**config.mk**
```make
export PLATFORM = sky130hd
export DESIGN_NAME = player_input_ctrl
export DESIGN_NICKNAME = d
export VERILOG_FILES = /design/src/rtl/space_inv_pkg.sv /design/src/rtl/btn_debounce.sv /design/src/rtl/player_input_ctrl.sv
export SDC_FILE = /design/constraint.sdc
export NUM_CORES = 1
export LEC_CHECK = 0
export BUFFER_PORTS_ARGS = -buffer_cell sky130_fd_sc_hd__buf_2
export CORE_ASPECT_RATIO = 1.2
export CORE_MARGIN = 4
export CORE_UTILIZATION = 56
export DETAILED_ROUTE_END_ITERATION = 8
export GPL_ROUTABILITY_DRIVEN = 0
export PLACE_DENSITY = 0.85
export SYNTH_ARGS = -nofsm -noshare
export SYNTH_HDL_FRONTEND = slang
export SYNTH_HIERARCHICAL = 1
export SYNTH_SLANG_ARGS = --single-unit
export TNS_END_PERCENT = 100
```
**constraint.sdc**
```tcl
create_clock -name clk -period 2.58 [get_ports clk]
set_input_delay 0.258 -clock clk [delete_from_list [all_inputs] [get_ports clk]]
set_output_delay 0.258 -clock clk [all_outputs]
set_load 0.01 [all_outputs]
```
**src/rtl/space_inv_pkg.sv**
```systemverilog
// Shared screen geometry, bus widths and the player fire-state encoding.
package space_inv_pkg;

    localparam int SCREEN_W    = 640;
    localparam int SCREEN_H    = 480;
    localparam int PLAYER_W    = 31;
    localparam int NUM_MISSLES = 8;
    localparam int COL_W       = 12;
    localparam int SLOT_W      = $clog2(NUM_MISSLES);

    typedef enum logic [0:0] {
        FIRE_IDLE     = 1'b0,
        FIRE_COOLDOWN = 1'b1
    } fire_state_t;

    // One-hot mask selecting the missile slot whose toggle bit flips on a shot.
    function automatic logic [NUM_MISSLES-1:0] slot_mask(input logic [SLOT_W-1:0] slot);
        slot_mask = NUM_MISSLES'(1'b1) << slot;
    endfunction

endpackage

```
**src/rtl/btn_debounce.sv**
```systemverilog
// Two-flop synchroniser followed by a stable-level filter for one raw button.
module btn_debounce #(
    parameter int DEBOUNCE_CYCLES = 315_000
) (
    input  logic clk,
    input  logic rst,
    input  logic raw,
    output logic level
);

    localparam int CNT_W = (DEBOUNCE_CYCLES > 1) ? $clog2(DEBOUNCE_CYCLES) : 1;
    localparam logic [CNT_W-1:0] CNT_LAST = CNT_W'(DEBOUNCE_CYCLES - 1);
    localparam logic [CNT_W-1:0] CNT_ONE  = CNT_W'(1);

    logic             sync1_r;
    logic             sync2_r;
    logic             level_r;
    logic [CNT_W-1:0] cnt_r;

    // Synchronise the pin, then accept a new level only after an unbroken run of it.
    always_ff @(posedge clk) begin
        if (rst) begin
            sync1_r <= 1'b0;
            sync2_r <= 1'b0;
            level_r <= 1'b0;
            cnt_r   <= '0;
        end else begin
            sync1_r <= raw;
            sync2_r <= sync1_r;
            if (sync2_r == level_r) begin
                cnt_r <= '0;
            end else if (cnt_r == CNT_LAST) begin
                level_r <= sync2_r;
                cnt_r   <= '0;
            end else begin
                cnt_r <= cnt_r + CNT_ONE;
            end
        end
    end

    assign level = level_r;

endmodule

```
**src/rtl/player_input_ctrl.sv**
```systemverilog
// Board buttons to player command bus: column stepping and toggle-to-fire missile bits.
// Build option PLAYER_AUTOFIRE_EN: a held fire button keeps firing once per cooldown.
module player_input_ctrl
    import space_inv_pkg::*;
#(
    parameter int DEBOUNCE_CYCLES = 315_000,
    parameter int MOVE_DIV        = 250_000,
    parameter int MOVE_STEP       = 2,
    parameter int COL_MIN         = 0,
    parameter int COL_MAX         = 609,
    parameter int COL_RESET       = 305,
    parameter int FIRE_COOLDOWN   = 7_000_000
) (
    input  logic                   clk,
    input  logic                   rst,
    input  logic                   btn_left,
    input  logic                   btn_right,
    input  logic                   btn_fire,
    output logic [COL_W-1:0]       btn_col,
    output logic [NUM_MISSLES-1:0] btn_missle_en,
    output logic                   fire_pulse,
    output logic [SLOT_W-1:0]      slot_ptr
);

    localparam int MOVE_W = (MOVE_DIV > 1) ? $clog2(MOVE_DIV) : 1;
    localparam int COOL_W = (FIRE_COOLDOWN > 1) ? $clog2(FIRE_COOLDOWN) : 1;
    localparam int COLX_W = COL_W + 1;

    localparam logic [MOVE_W-1:0] MOVE_LAST = MOVE_W'(MOVE_DIV - 1);
    localparam logic [MOVE_W-1:0] MOVE_ONE  = MOVE_W'(1);
    localparam logic [COOL_W-1:0] COOL_LOAD = COOL_W'(FIRE_COOLDOWN - 1);
    localparam logic [COOL_W-1:0] COOL_ONE  = COOL_W'(1);
    localparam logic [SLOT_W-1:0] SLOT_ONE  = SLOT_W'(1);
    localparam logic [COLX_W-1:0] STEP_X    = COLX_W'(MOVE_STEP);
    localparam logic [COLX_W-1:0] COL_MIN_X = COLX_W'(COL_MIN);
    localparam logic [COLX_W-1:0] COL_MAX_X = COLX_W'(COL_MAX);
    localparam logic [COL_W-1:0]  COL_MIN_V = COL_W'(COL_MIN);
    localparam logic [COL_W-1:0]  COL_MAX_V = COL_W'(COL_MAX);
    localparam logic [COL_W-1:0]  COL_RST_V = COL_W'(COL_RESET);

    logic                   left_lvl_s;
    logic                   right_lvl_s;
    logic                   fire_lvl_s;
    logic                   fire_trig_s;
    logic                   move_wrap_s;
    logic                   shot_s;
    fire_state_t            state_r;
    fire_state_t            state_nxt_s;
    logic [COOL_W-1:0]      cool_cnt_r;
    logic [COOL_W-1:0]      cool_nxt_s;
    logic [MOVE_W-1:0]      move_cnt_r;
    logic [COL_W-1:0]       col_r;
    logic [COL_W-1:0]       col_nxt_s;
    logic [COLX_W-1:0]      col_ext_s;
    logic [NUM_MISSLES-1:0] missle_en_r;
    logic [NUM_MISSLES-1:0] missle_nxt_s;
    logic                   fire_pulse_r;
    logic [SLOT_W-1:0]      slot_ptr_r;
    logic [SLOT_W-1:0]      slot_nxt_s;

    btn_debounce #(.DEBOUNCE_CYCLES(DEBOUNCE_CYCLES)) u_db_left (
        .clk   (clk),
        .rst   (rst),
        .raw   (btn_left),
        .level (left_lvl_s)
    );

    btn_debounce #(.DEBOUNCE_CYCLES(DEBOUNCE_CYCLES)) u_db_right (
        .clk   (clk),
        .rst   (rst),
        .raw   (btn_right),
        .level (right_lvl_s)
    );

    btn_debounce #(.DEBOUNCE_CYCLES(DEBOUNCE_CYCLES)) u_db_fire (
        .clk   (clk),
        .rst   (rst),
        .raw   (btn_fire),
        .level (fire_lvl_s)
    );

`ifdef PLAYER_AUTOFIRE_EN
    assign fire_trig_s = fire_lvl_s;
`else
    logic fire_prev_r;

    // Previous debounced fire level, so only a fresh press can trigger a shot.
    always_ff @(posedge clk) begin
        if (rst) begin
            fire_prev_r <= 1'b0;
        end else begin
            fire_prev_r <= fire_lvl_s;
        end
    end

    assign fire_trig_s = fire_lvl_s & ~fire_prev_r;
`endif

    assign move_wrap_s = (move_cnt_r == MOVE_LAST);

    // Fire FSM next state; triggers arriving during cooldown are dropped.
    always_comb begin
        state_nxt_s  = state_r;
        cool_nxt_s   = cool_cnt_r;
        shot_s       = 1'b0;
        missle_nxt_s = missle_en_r;
        slot_nxt_s   = slot_ptr_r;
        case (state_r)
            space_inv_pkg::FIRE_IDLE: begin
                if (fire_trig_s) begin
                    shot_s       = 1'b1;
                    missle_nxt_s = missle_en_r ^ slot_mask(slot_ptr_r);
                    slot_nxt_s   = slot_ptr_r + SLOT_ONE;
                    cool_nxt_s   = COOL_LOAD;
                    state_nxt_s  = space_inv_pkg::FIRE_COOLDOWN;
                end else begin
                    state_nxt_s = space_inv_pkg::FIRE_IDLE;
                end
            end
            space_inv_pkg::FIRE_COOLDOWN: begin
                if (cool_cnt_r == '0) begin
                    state_nxt_s = space_inv_pkg::FIRE_IDLE;
                end else begin
                    cool_nxt_s = cool_cnt_r - COOL_ONE;
                end
            end
            default: begin
                state_nxt_s = space_inv_pkg::FIRE_IDLE;
                cool_nxt_s  = '0;
            end
        endcase
    end

    // Fire FSM state, cooldown timer and the registered missile command outputs.
    always_ff @(posedge clk) begin
        if (rst) begin
            state_r      <= space_inv_pkg::FIRE_IDLE;
            cool_cnt_r   <= '0;
            missle_en_r  <= '0;
            fire_pulse_r <= 1'b0;
            slot_ptr_r   <= '0;
        end else begin
            state_r      <= state_nxt_s;
            cool_cnt_r   <= cool_nxt_s;
            missle_en_r  <= missle_nxt_s;
            fire_pulse_r <= shot_s;
            slot_ptr_r   <= slot_nxt_s;
        end
    end

    // Column step with clamping done one bit wider so neither edge can wrap.
    always_comb begin
        col_ext_s = {1'b0, col_r};
        col_nxt_s = col_r;
        if (move_wrap_s && left_lvl_s && !right_lvl_s) begin
            if (col_ext_s < (COL_MIN_X + STEP_X)) begin
                col_nxt_s = COL_MIN_V;
            end else begin
                col_nxt_s = COL_W'(col_ext_s - STEP_X);
            end
        end else if (move_wrap_s && right_lvl_s && !left_lvl_s) begin
            if ((col_ext_s + STEP_X) > COL_MAX_X) begin
                col_nxt_s = COL_MAX_V;
            end else begin
                col_nxt_s = COL_W'(col_ext_s + STEP_X);
            end
        end else begin
            col_nxt_s = col_r;
        end
    end

    // Free-running movement divider and the registered column.
    always_ff @(posedge clk) begin
        if (rst) begin
            move_cnt_r <= '0;
            col_r      <= COL_RST_V;
        end else begin
            move_cnt_r <= move_wrap_s ? '0 : (move_cnt_r + MOVE_ONE);
            col_r      <= col_nxt_s;
        end
    end

    assign btn_col       = col_r;
    assign btn_missle_en = missle_en_r;
    assign fire_pulse    = fire_pulse_r;
    assign slot_ptr      = slot_ptr_r;

endmodule

```
[Yosys cells after proc, flatten, opt, wreduce, memory -nomap -nowiden]
Cells that the tools add are included.
Operators by class
  reduce and logical (&&, ||, !) cells: 18
  add/sub/neg operators: 8
  shift-type cells: 1
  bitwise operators: 7
  equal/unequal tests: 9
  $lt $le $gt $ge: 2
  muxes and demuxes: 10
Operators with widths (count)
  $add A19 B1 Y19 const B: 3
  $eq A19 B19 Y1 const B: 3
  $mux W12: 4
  $mux W23: 2
  $pmux W23 S2: 1
  $logic_not A23 Y1: 1
  $sub A23 B1 Y23 const B: 1
  $add A18 B1 Y18 const B: 1
  $eq A18 B18 Y1 const B: 1
  $add A12 B2 Y13 const B: 1
  $gt A13 B10 Y1 const B: 1
  $lt A12 B2 Y1 const B: 1
  $sub A12 B2 Y12 const B: 1
  $reduce_and A2 Y1: 5
  $reduce_or A3 Y1: 3
  $shl A1 B3 Y8 const A: 1
  $xor A8 B8 Y8: 1
  $not A1 Y1: 5
  $logic_and A1 B1 Y1: 4
  $ne A2 B2 Y1 const B: 2
  $reduce_or A2 Y1: 2
  $add A3 B1 Y3 const B: 1
  $eq A1 B1 Y1: 3
  $logic_not A1 Y1: 2
  other kinds (4): 5
Storage, ports and cells
  output and inout bits: 24
  word-level logic and storage cells: 75
  input port bits: 5
  register bits: 133

[Depth between registers and ports, before layout]
Gate-level depths: netlist (run 1).
  word-level depth: 5
  mapped depth: 10
  depth with buffers taken out: 9

[Hierarchy]
Netlist (run 1), hierarchy kept.
Modules (own cells, without submodules)
  player_input_ctrl: times used 1, sequential area each 1341.3 um^2, cells an instance 446, area each 3613.5 um^2
  btn_debounce: times used 3, sequential area each 440.4 um^2, cells an instance 112, area each 1009.7 um^2

[Worst setup path before layout (run 1)]
Ideal clock, no wire load.
  kind: register -> register
  start: register col_r[1], in the netlist btn_col[1]
  end: register col_r[0], in the netlist btn_col[0]
  data arrival time: 2.537 ns
  setup slack: -0.092 ns
  clock period less this slack: 2.672 ns
  required time: 2.446 ns
  stages on the path, launching flop included: 11
  setup time: 0.134 ns
  path buffers: 1
  cell sequence: dfxtp_1 -> clkbuf_1 -> inv_1 -> ha_1 -> and3b_1 -> nand3b_1 -> o22ai_1 -> a2bb2oi_1 -> o21ai_1 -> o21a_1 -> or4_1
Between the ends
  cells in the longest elaborated chain, start to end: 5
  elaborated cells on any way between the ends: 7
  those cells by class: 1 x add/sub; 2 x order compare; 4 x mux
Ends and longest elaborated chain
  start: declaration: RTL line player_input_ctrl.sv:52  | logic [COL_W-1:0] col_r;
  start signal: assignment: RTL line player_input_ctrl.sv:179  | col_r <= col_nxt_s;
  $add A12 B2 Y13
  $gt A13 B10 Y1: RTL line player_input_ctrl.sv:162  | if ((col_ext_s + STEP_X) > COL_MAX_X) begin
  $mux W12: RTL line player_input_ctrl.sv:162
  $mux W12: RTL line player_input_ctrl.sv:161  | end else if (move_wrap_s && right_lvl_s && !left_lvl_s) begin
  $mux W12 *: RTL line player_input_ctrl.sv:155  | if (move_wrap_s && left_lvl_s && !right_lvl_s) begin
Every way passes the cells marked *; elsewhere a longest branch is shown, timed or not. The select of a mux whose other input is x is not followed.
A chain may end at the register's enable or synchronous reset.

[Worst setup path in the final report (run 1)]
  start: register cool_cnt_r[7]
  end: register cool_cnt_r[17]
Between the ends
  cells in the longest elaborated chain, start to end: 3
  elaborated cells on any way between the ends: 6
  those cells by class: 1 x add/sub; 1 x eq/ne; 2 x mux; 2 x reduce/logical
Ends and longest elaborated chain
  start: declaration: RTL line player_input_ctrl.sv:49  | logic [COOL_W-1:0] cool_cnt_r;
  start signal: assignment: RTL line player_input_ctrl.sv:144  | cool_cnt_r <= cool_nxt_s;
  $sub A23 B1 Y23 or $logic_not A23 Y1 (tied branches): RTL line player_input_ctrl.sv:124, player_input_ctrl.sv:121
  $mux W23 or $ne A2 B2 Y1 (tied branches)
  $pmux W23 S2 or $reduce_and A2 Y1 (tied branches)
Parallel ways exist; a longest one is shown, timed or not. The select of a mux whose other input is x is not followed.

==> results of run 1 <==
-- power groups by stage --
stage,clock network (mW),logic (mW),registers [mW]
6_report,2.23,0.0514,2.07
5_1_grt,2.35,0.0577,2.07
4_1_cts,2.26,0.0519,2.07
3_5_place_dp,0,0.0510,2.12
3_3_place_gp,0,0.0495,2.12
2_1_floorplan,0,0.0357,2.11
-- final cells by class --
cell class / count / area share
clock inverter: 13 / 0.0144
inverter: 18 / 0.00883
multi-input combinational: 595 / 0.493
tap: 157 / 0.0257
sequential: 133 / 0.348
timing repair buffer: 62 / 0.0526
clock buffer: 19 / 0.0579
-- registers in the layout, summed over array words and instances (netlist names), 3 cells and up --
name and count:
cool_cnt_r 23, slot_ptr 3, u_db_right/cnt_r 19, u_db_left/cnt_r 19
move_cnt_r 18, btn_missle_en 8, btn_col 12, u_db_fire/cnt_r 19
-- layer usage --
layer,GRT usage,part of all wire
met5,0,0
met4,0.0721,0.022
met3,0.0531,0.053
met2,0.368,0.49
met1,0.259,0.43
-- cells by family after synthesis --
kind of cell    count (synthesis)
flops                         133
fa+ha+maj                      14
buf+inv                        54
compound gates                115
simple gates                  376
xor+xnor                       89
mux                             1
-- layout by cell type (no fill, tap or decap), types with 8 or more instances in the layout --
| cell type | synthesis | layout |
|---|---|---|
| nand4_1 | 36 | 36 |
| buf_2 | 4 | 28 |
| xnor2_1 | 43 | 43 |
| nor2_1 | 108 | 107 |
| buf_4 | 6 | 32 |
| o31ai_1 | 8 | 8 |
| a21oi_1 | 40 | 40 |
| nor3_1 | 25 | 25 |
| or3_1 | 8 | 8 |
| clkbuf_16 | 0 | 17 |
| nand2_1 | 46 | 46 |
| nand3_1 | 48 | 48 |
| nor4_1 | 15 | 14 |
| inv_1 | 18 | 18 |
| xor2_1 | 46 | 46 |
| and3_1 | 20 | 20 |
| ha_1 | 14 | 13 |
| or4_1 | 10 | 10 |
| o21ai_0 | 23 | 23 |
| dfxtp_1 | 133 | 132 |
| nor2b_1 | 12 | 12 |
-- synth_stat cells (10+ instances only) --
master / instances
ha_1: 14
nand3_1: 48
a21oi_1: 40
inv_1: 18
nor2b_1: 12
dfxtp_1: 133
nor3_1: 25
nand4_1: 36
xnor2_1: 43
xor2_1: 46
nor4_1: 15
or4_1: 10
nor2_1: 108
o21ai_0: 23
nand2_1: 46
clkbuf_1: 22
and3_1: 20
-- final timing paths --
kind | start | slack, ns | end | depth (start not counted)
worst max-delay path | cool_cnt_r[7]$_SDFFE_PP0P_ | 0.05 | cool_cnt_r[17]$_SDFFE_PP0P_ | 7
worst max register to register | cool_cnt_r[7]$_SDFFE_PP0P_ | 0.05 | cool_cnt_r[17]$_SDFFE_PP0P_ | 7
worst min register to register | u_db_right/sync1_r$_SDFF_PP0_ | 0.43 | u_db_right/sync2_r$_SDFF_PP0_ | 1
worst min-delay path | btn_left | 0.06 | u_db_left/sync1_r$_SDFF_PP0_ | 2
-- metrics by stage --
step | setup slack, ns | std cells
global route | -0.0414 | 997
floorplan | 0.0766 | 782
CTS | 0.00168 | 994
global placement | 0.0355 | 962
detailed placement | -0.0298 | 962
finish | 0.0519 | 997
-- worst max-delay path, cell delays in order, from the launching register on --
cell and delay, ns:
dfxtp_1 0.31, or4_4 0.53, or4_4 0.45, o41ai_2 0.48, a2111o_1 0.31, nor2_1 0.08, xnor2_1 0.14, a21oi_1 0.08
-- repair_timing --
item	in CTS	in global routing
setup buffers	0	3
gates resized for setup	1	9
pin swaps	0	3
hold buffers	0	0
endpoints found under the setup margin	6	12
==> results.sh, run 1 <==
export IMPL_vias=5874
export IMPL_synth_edf_count=0
export IMPL_clkPwrFrac=0.512
export IMPL_first_global_vias=5480
export IMPL_tritoncts="done"
export IMPL_synth_top_area_share=0.401
export IMPL_muxShareOfSynthArea=0.00151
export IMPL_root_buffer="clkbuf_16"
export IMPL_synthAdderAreaFrac=0.0264
export IMPL_p_int_mw=3.42
export IMPL_syn_nets=801
export IMPL_initial_core_util=0.574
export IMPL_finalPower_mw=4.35
export IMPL_wirelength_um=14500
export IMPL_nFillCells=875
export IMPL_rows=43
export IMPL_fmax_ghz=0.396
export IMPL_yosys_warnings=6
export IMPL_synth_largest_area_cell="dfxtp_1"
export IMPL_yosys_area_share_simple=0.307
export IMPL_cp_required_ns=2.84
export IMPL_arrival_ns=2.79
export IMPL_ys_seq_elements=133
export IMPL_firstDrtPassIters=5
export IMPL_maxCapViolCount=0
export IMPL_final_util=0.662
export IMPL_ys_types=67
export IMPL_sequentialPowerShare=0.476
export IMPL_yosys_most_used_dff="dfxtp_1"
export IMPL_seqCellArea_um2=2660
export IMPL_numClockSinks=133
export IMPL_drcViolationCount=0
export IMPL_drt_iter0_markers=450
export IMPL_core_area_um2=11600
export IMPL_drive_above_1_share=0.152
export IMPL_clk_insertion_delay_late_ns=0.41
export IMPL_io_buffers=28
export IMPL_ys_seq_area_frac=0.401
export IMPL_rsz0062_at_grt="yes"
export IMPL_start_kind="flop"
export IMPL_p_sw_frac=0.214
export IMPL_switchingPower_mw=0.931
export IMPL_vdd_drop_max_mv=0.384
export IMPL_ctsLongestPathBuffers=2
export IMPL_clk_pin_slew_ns=0.06
export IMPL_period_minus_slack_ns=2.53
export IMPL_fin_nets=846
export IMPL_synthCells=782
export IMPL_outcome="completed"
export IMPL_cts_buffers=17
export IMPL_die_height_um=127
export IMPL_post_route_cell_area_um2=7650
export IMPL_vias_per_cell=5.89
export IMPL_multi_input_area_um2=3770
export IMPL_worstMarginPinSlew_ns=0.762
export IMPL_n_antenna_cell=0
export IMPL_setup_violations=0
export IMPL_antenna_found_initial=0
export IMPL_ant_nets=0
export IMPL_critPathCaptureType="flop"
export IMPL_maxSlewHeadroom=0.492
export IMPL_syn_to_final_growth_pct=15.2
export IMPL_mappedNetlistArea_um2=6640
export IMPL_synth_area_leaders="dfxtp_1 40%, nor2_1 6.1%, xor2_1 6.1%, xnor2_1 5.7%, nand3_1 3.6%"
export IMPL_avgSynthCellArea_um2=8.49
export IMPL_grt_max_degree=39
export IMPL_critical_path_class="flop to flop"
export IMPL_grt_overflow=0
export IMPL_detailed_place_area_um2=7030
export IMPL_wl_per_cell_um=14.5
export IMPL_period_share=0.980
export IMPL_tns_ns=0
export IMPL_synth_top_family_by_area="simple AND/OR/NAND/NOR gates"
export IMPL_path_max_fanout=4
export IMPL_power_density_nw_per_um2=568
export IMPL_synthArstFlopShare=0
export IMPL_hold_viol=0
export IMPL_synth_compound_area_frac=0.109
export IMPL_dp_hpwl_um=9320
export IMPL_grt_pass1_wl_um=24400
export IMPL_ios=29
export IMPL_die_area_um2=13700
export IMPL_cts_max_level=4
export IMPL_leakage_nw=2.69
export IMPL_slew_viol_final=0
export IMPL_share_comb_of_total_power=0.012
export IMPL_synth_xor_area_share=0.117
export IMPL_die_width_um=107
export IMPL_grt_usage=0.213
export IMPL_hold_worst_slack_ns=0.0550
export IMPL_skew_ns=0.00639
export IMPL_hold_class="input pin to flop"
Power figures use the tool's default switching activity.
==> run 2: changes to the inputs <==
Settings changed: ABC_AREA set to 1.
==> run 2 against run 1 <==
Net effect:
- register-to-register slack improved by 0.40 ns
- die area grew 11%
- non-clock buffer count is 29 lower
- via count up 17%
- largest power group unchanged
- critical path depth increased by 4
- first-iteration DRC count up 16%
- combinational power grew 16%
- cell area up 7.4%
- global-route usage increased by 0.30 points
- largest cell class unchanged
- critical endpoint is now btn_col[5]$_SDFFE_PP1P_
- critical path type unchanged
- worst hold slack lost 0.015 ns
- cell count up 29%
- worst setup slack better by 0.40 ns
==> results.sh, run 2 <==
export IMPL_outcome="completed"
export IMPL_yosys_warnings=6
export IMPL_setup_violations=0
export IMPL_initial_core_util=0.579
export IMPL_grt_usage=0.216
export IMPL_drcViolationCount=0
export IMPL_ys_seq_area_frac=0.360
export IMPL_grt_max_degree=24
export IMPL_start_kind="flop"
export IMPL_finalPower_mw=4.55
export IMPL_period_minus_slack_ns=2.12
export IMPL_rows=45
export IMPL_wl_per_cell_um=12.4
export IMPL_regMostFlops="cool_cnt_r"
export IMPL_post_cts_resized=0
export IMPL_drt_iter0_markers=520
export IMPL_avgSynthCellArea_um2=6.87
export IMPL_core_area_um2=12800
export IMPL_final_common_cell="nand2_1"
export IMPL_root_buffer="clkbuf_16"
export IMPL_rrSetupSlack_ns=0.46
export IMPL_grt_overflow=0
export IMPL_firstDrtPassIters=6
export IMPL_ys_seq_elements=133
export IMPL_cp_required_ns=2.88
export IMPL_mappedNetlistArea_um2=7400
export IMPL_die_width_um=113
export IMPL_ios=29
export IMPL_syn_nets=1097
export IMPL_n_antenna_cell=0
export IMPL_power_density_nw_per_um2=553
export IMPL_die_area_um2=15100
export IMPL_cts_max_level=4
export IMPL_tritoncts="done"
export IMPL_synthArstFlopShare=0
export IMPL_first_global_vias=6402
export IMPL_numClockSinks=133
export IMPL_antenna_found_initial=0
export IMPL_postCtsHoldBufs=0
export IMPL_period_share=0.823
export IMPL_drive_above_1_share=0.132
export IMPL_synth_edf_count=0
export IMPL_wirelength_um=15900
export IMPL_place_inst=1258
export IMPL_tns_ns=0
export IMPL_synth_largest_area_cell="dfxtp_1"
export IMPL_worstMarginPinSlew_ns=0.525
export IMPL_synthCells=1078
export IMPL_path_max_fanout=12
export IMPL_ant_nets=0
export IMPL_die_height_um=134
export IMPL_layout_common_cells="235 x nand2_1, 187 x nor2_1, 133 x dfxtp_1"
export IMPL_stdcell_count=1290
export IMPL_dp_hpwl_um=11400
export IMPL_ys_top_cells_by_count="235 x nand2_1, 187 x nor2_1, 133 x dfxtp_1"
export IMPL_ff2ff_path_depth=11
export IMPL_slew_viol_final=0
export IMPL_hold_viol=0
export IMPL_holdPathStages=3
export IMPL_rsz0062_at_grt="no"
export IMPL_yosys_most_used_dff="dfxtp_1"
export IMPL_postCtsSetupBuffers=0
export IMPL_skew_ns=0.00996
export IMPL_arrival_ns=2.43
export IMPL_io_buffers=28
export IMPL_cts_buffers=17
export IMPL_ctsLongestPathBuffers=2
export IMPL_hold_class="input pin to flop"
export IMPL_fmax_ghz=0.471
export IMPL_leakage_nw=3.17
export IMPL_critical_path_class="flop to flop"
export IMPL_clk_insertion_delay_late_ns=0.42
export IMPL_ys_types=41
export IMPL_final_util=0.643
export IMPL_critPathCaptureType="flop"
export IMPL_maxCapViolCount=0
export IMPL_synth_area_leaders="dfxtp_1 36%, nand2_1 12%, nor2_1 9.5%, inv_1 5.5%, nand3_1 5.3%"
export IMPL_hold_worst_slack_ns=0.0403
export IMPL_grt_pass1_wl_um=27700
export IMPL_syn_to_final_growth_pct=11.1
export IMPL_vias=6865
export IMPL_fin_nets=1132
export IMPL_synth_top_area_share=0.360
export IMPL_maxSlewHeadroom=0.650
export IMPL_synth_most_common_cell="nand2_1"
export IMPL_vdd_drop_max_mv=0.373
export IMPL_clk_pin_slew_ns=0.06
export IMPL_vias_per_cell=5.32
export IMPL_largest_register_ffs=23
==> run 2: layout make-up <==
class | instances | area [um^2]
multi-input combinational | 812 | 4150
fill | 1083 | 4560
tap | 164 | 205
sequential | 133 | 2660
inverter | 116 | 437
clock inverter | 12 | 128
timing repair buffer | 33 | 178
clock buffer | 20 | 467
==> run 2: final timing paths <==
path | startpoint | end
max | move_cnt_r[0]$_SDFF_PP0_ | btn_col[5]$_SDFFE_PP1P_
min | btn_right | u_db_right/sync1_r$_SDFF_PP0_
max reg2reg | move_cnt_r[0]$_SDFF_PP0_ | btn_col[5]$_SDFFE_PP1P_
min reg2reg | u_db_fire/sync1_r$_SDFF_PP0_ | u_db_fire/sync2_r$_SDFF_PP0_
==> run 2: critical path: stages, from the launching register on <==
cell and delay (ns):
dfxtp_1 0.35, ha_1 0.20, nand3_2 0.11, or2_4 0.26, nor3_4 0.30, o21ai_2 0.23
inv_2 0.25, nand2_1 0.08, nor2_1 0.09, nand2_1 0.05, nand2_1 0.05, nand2_1 0.04
==> run 2: kinds of logic (layout without fill, tap and decap cells) <==
group,Yosys count,in the layout,share of synthesized area
fa+ha+maj,14,14,0.0237
compound gates,116,116,0.0820
simple gates,636,636,0.400
flops,133,133,0.360
xor+xnor,46,46,0.0544
buf+inv,133,181,0.0800
==> run 2: metrics by stage <==
stage	area, um^2	setup WS [ns]
floorplan	7400	0.747
global placement	7630	0.543
detailed placement	7630	0.477
CTS	8220	0.471
global route	8220	0.213
finish	8220	0.456
==> run 2: routing by layer <==
metal  part of all wire  wire length [um]  vias up  global-route usage
met5                  0                 0        -                   0
met1               0.44              6960     3082               0.262
met2               0.50              7920      206               0.376
li1                   -                 -     3534                   -
met4              0.021               334        0              0.0768
met3              0.045               719       43              0.0469
==> run 2: power breakdown <==
| part | total [mW] | switching, mW | internal (mW) |
|---|---|---|---|
| clock network | 2.42 | 0.920 | 1.50 |
| registers | 2.07 | 0.00623 | 2.06 |
| logic | 0.0596 | 0.0430 | 0.0167 |
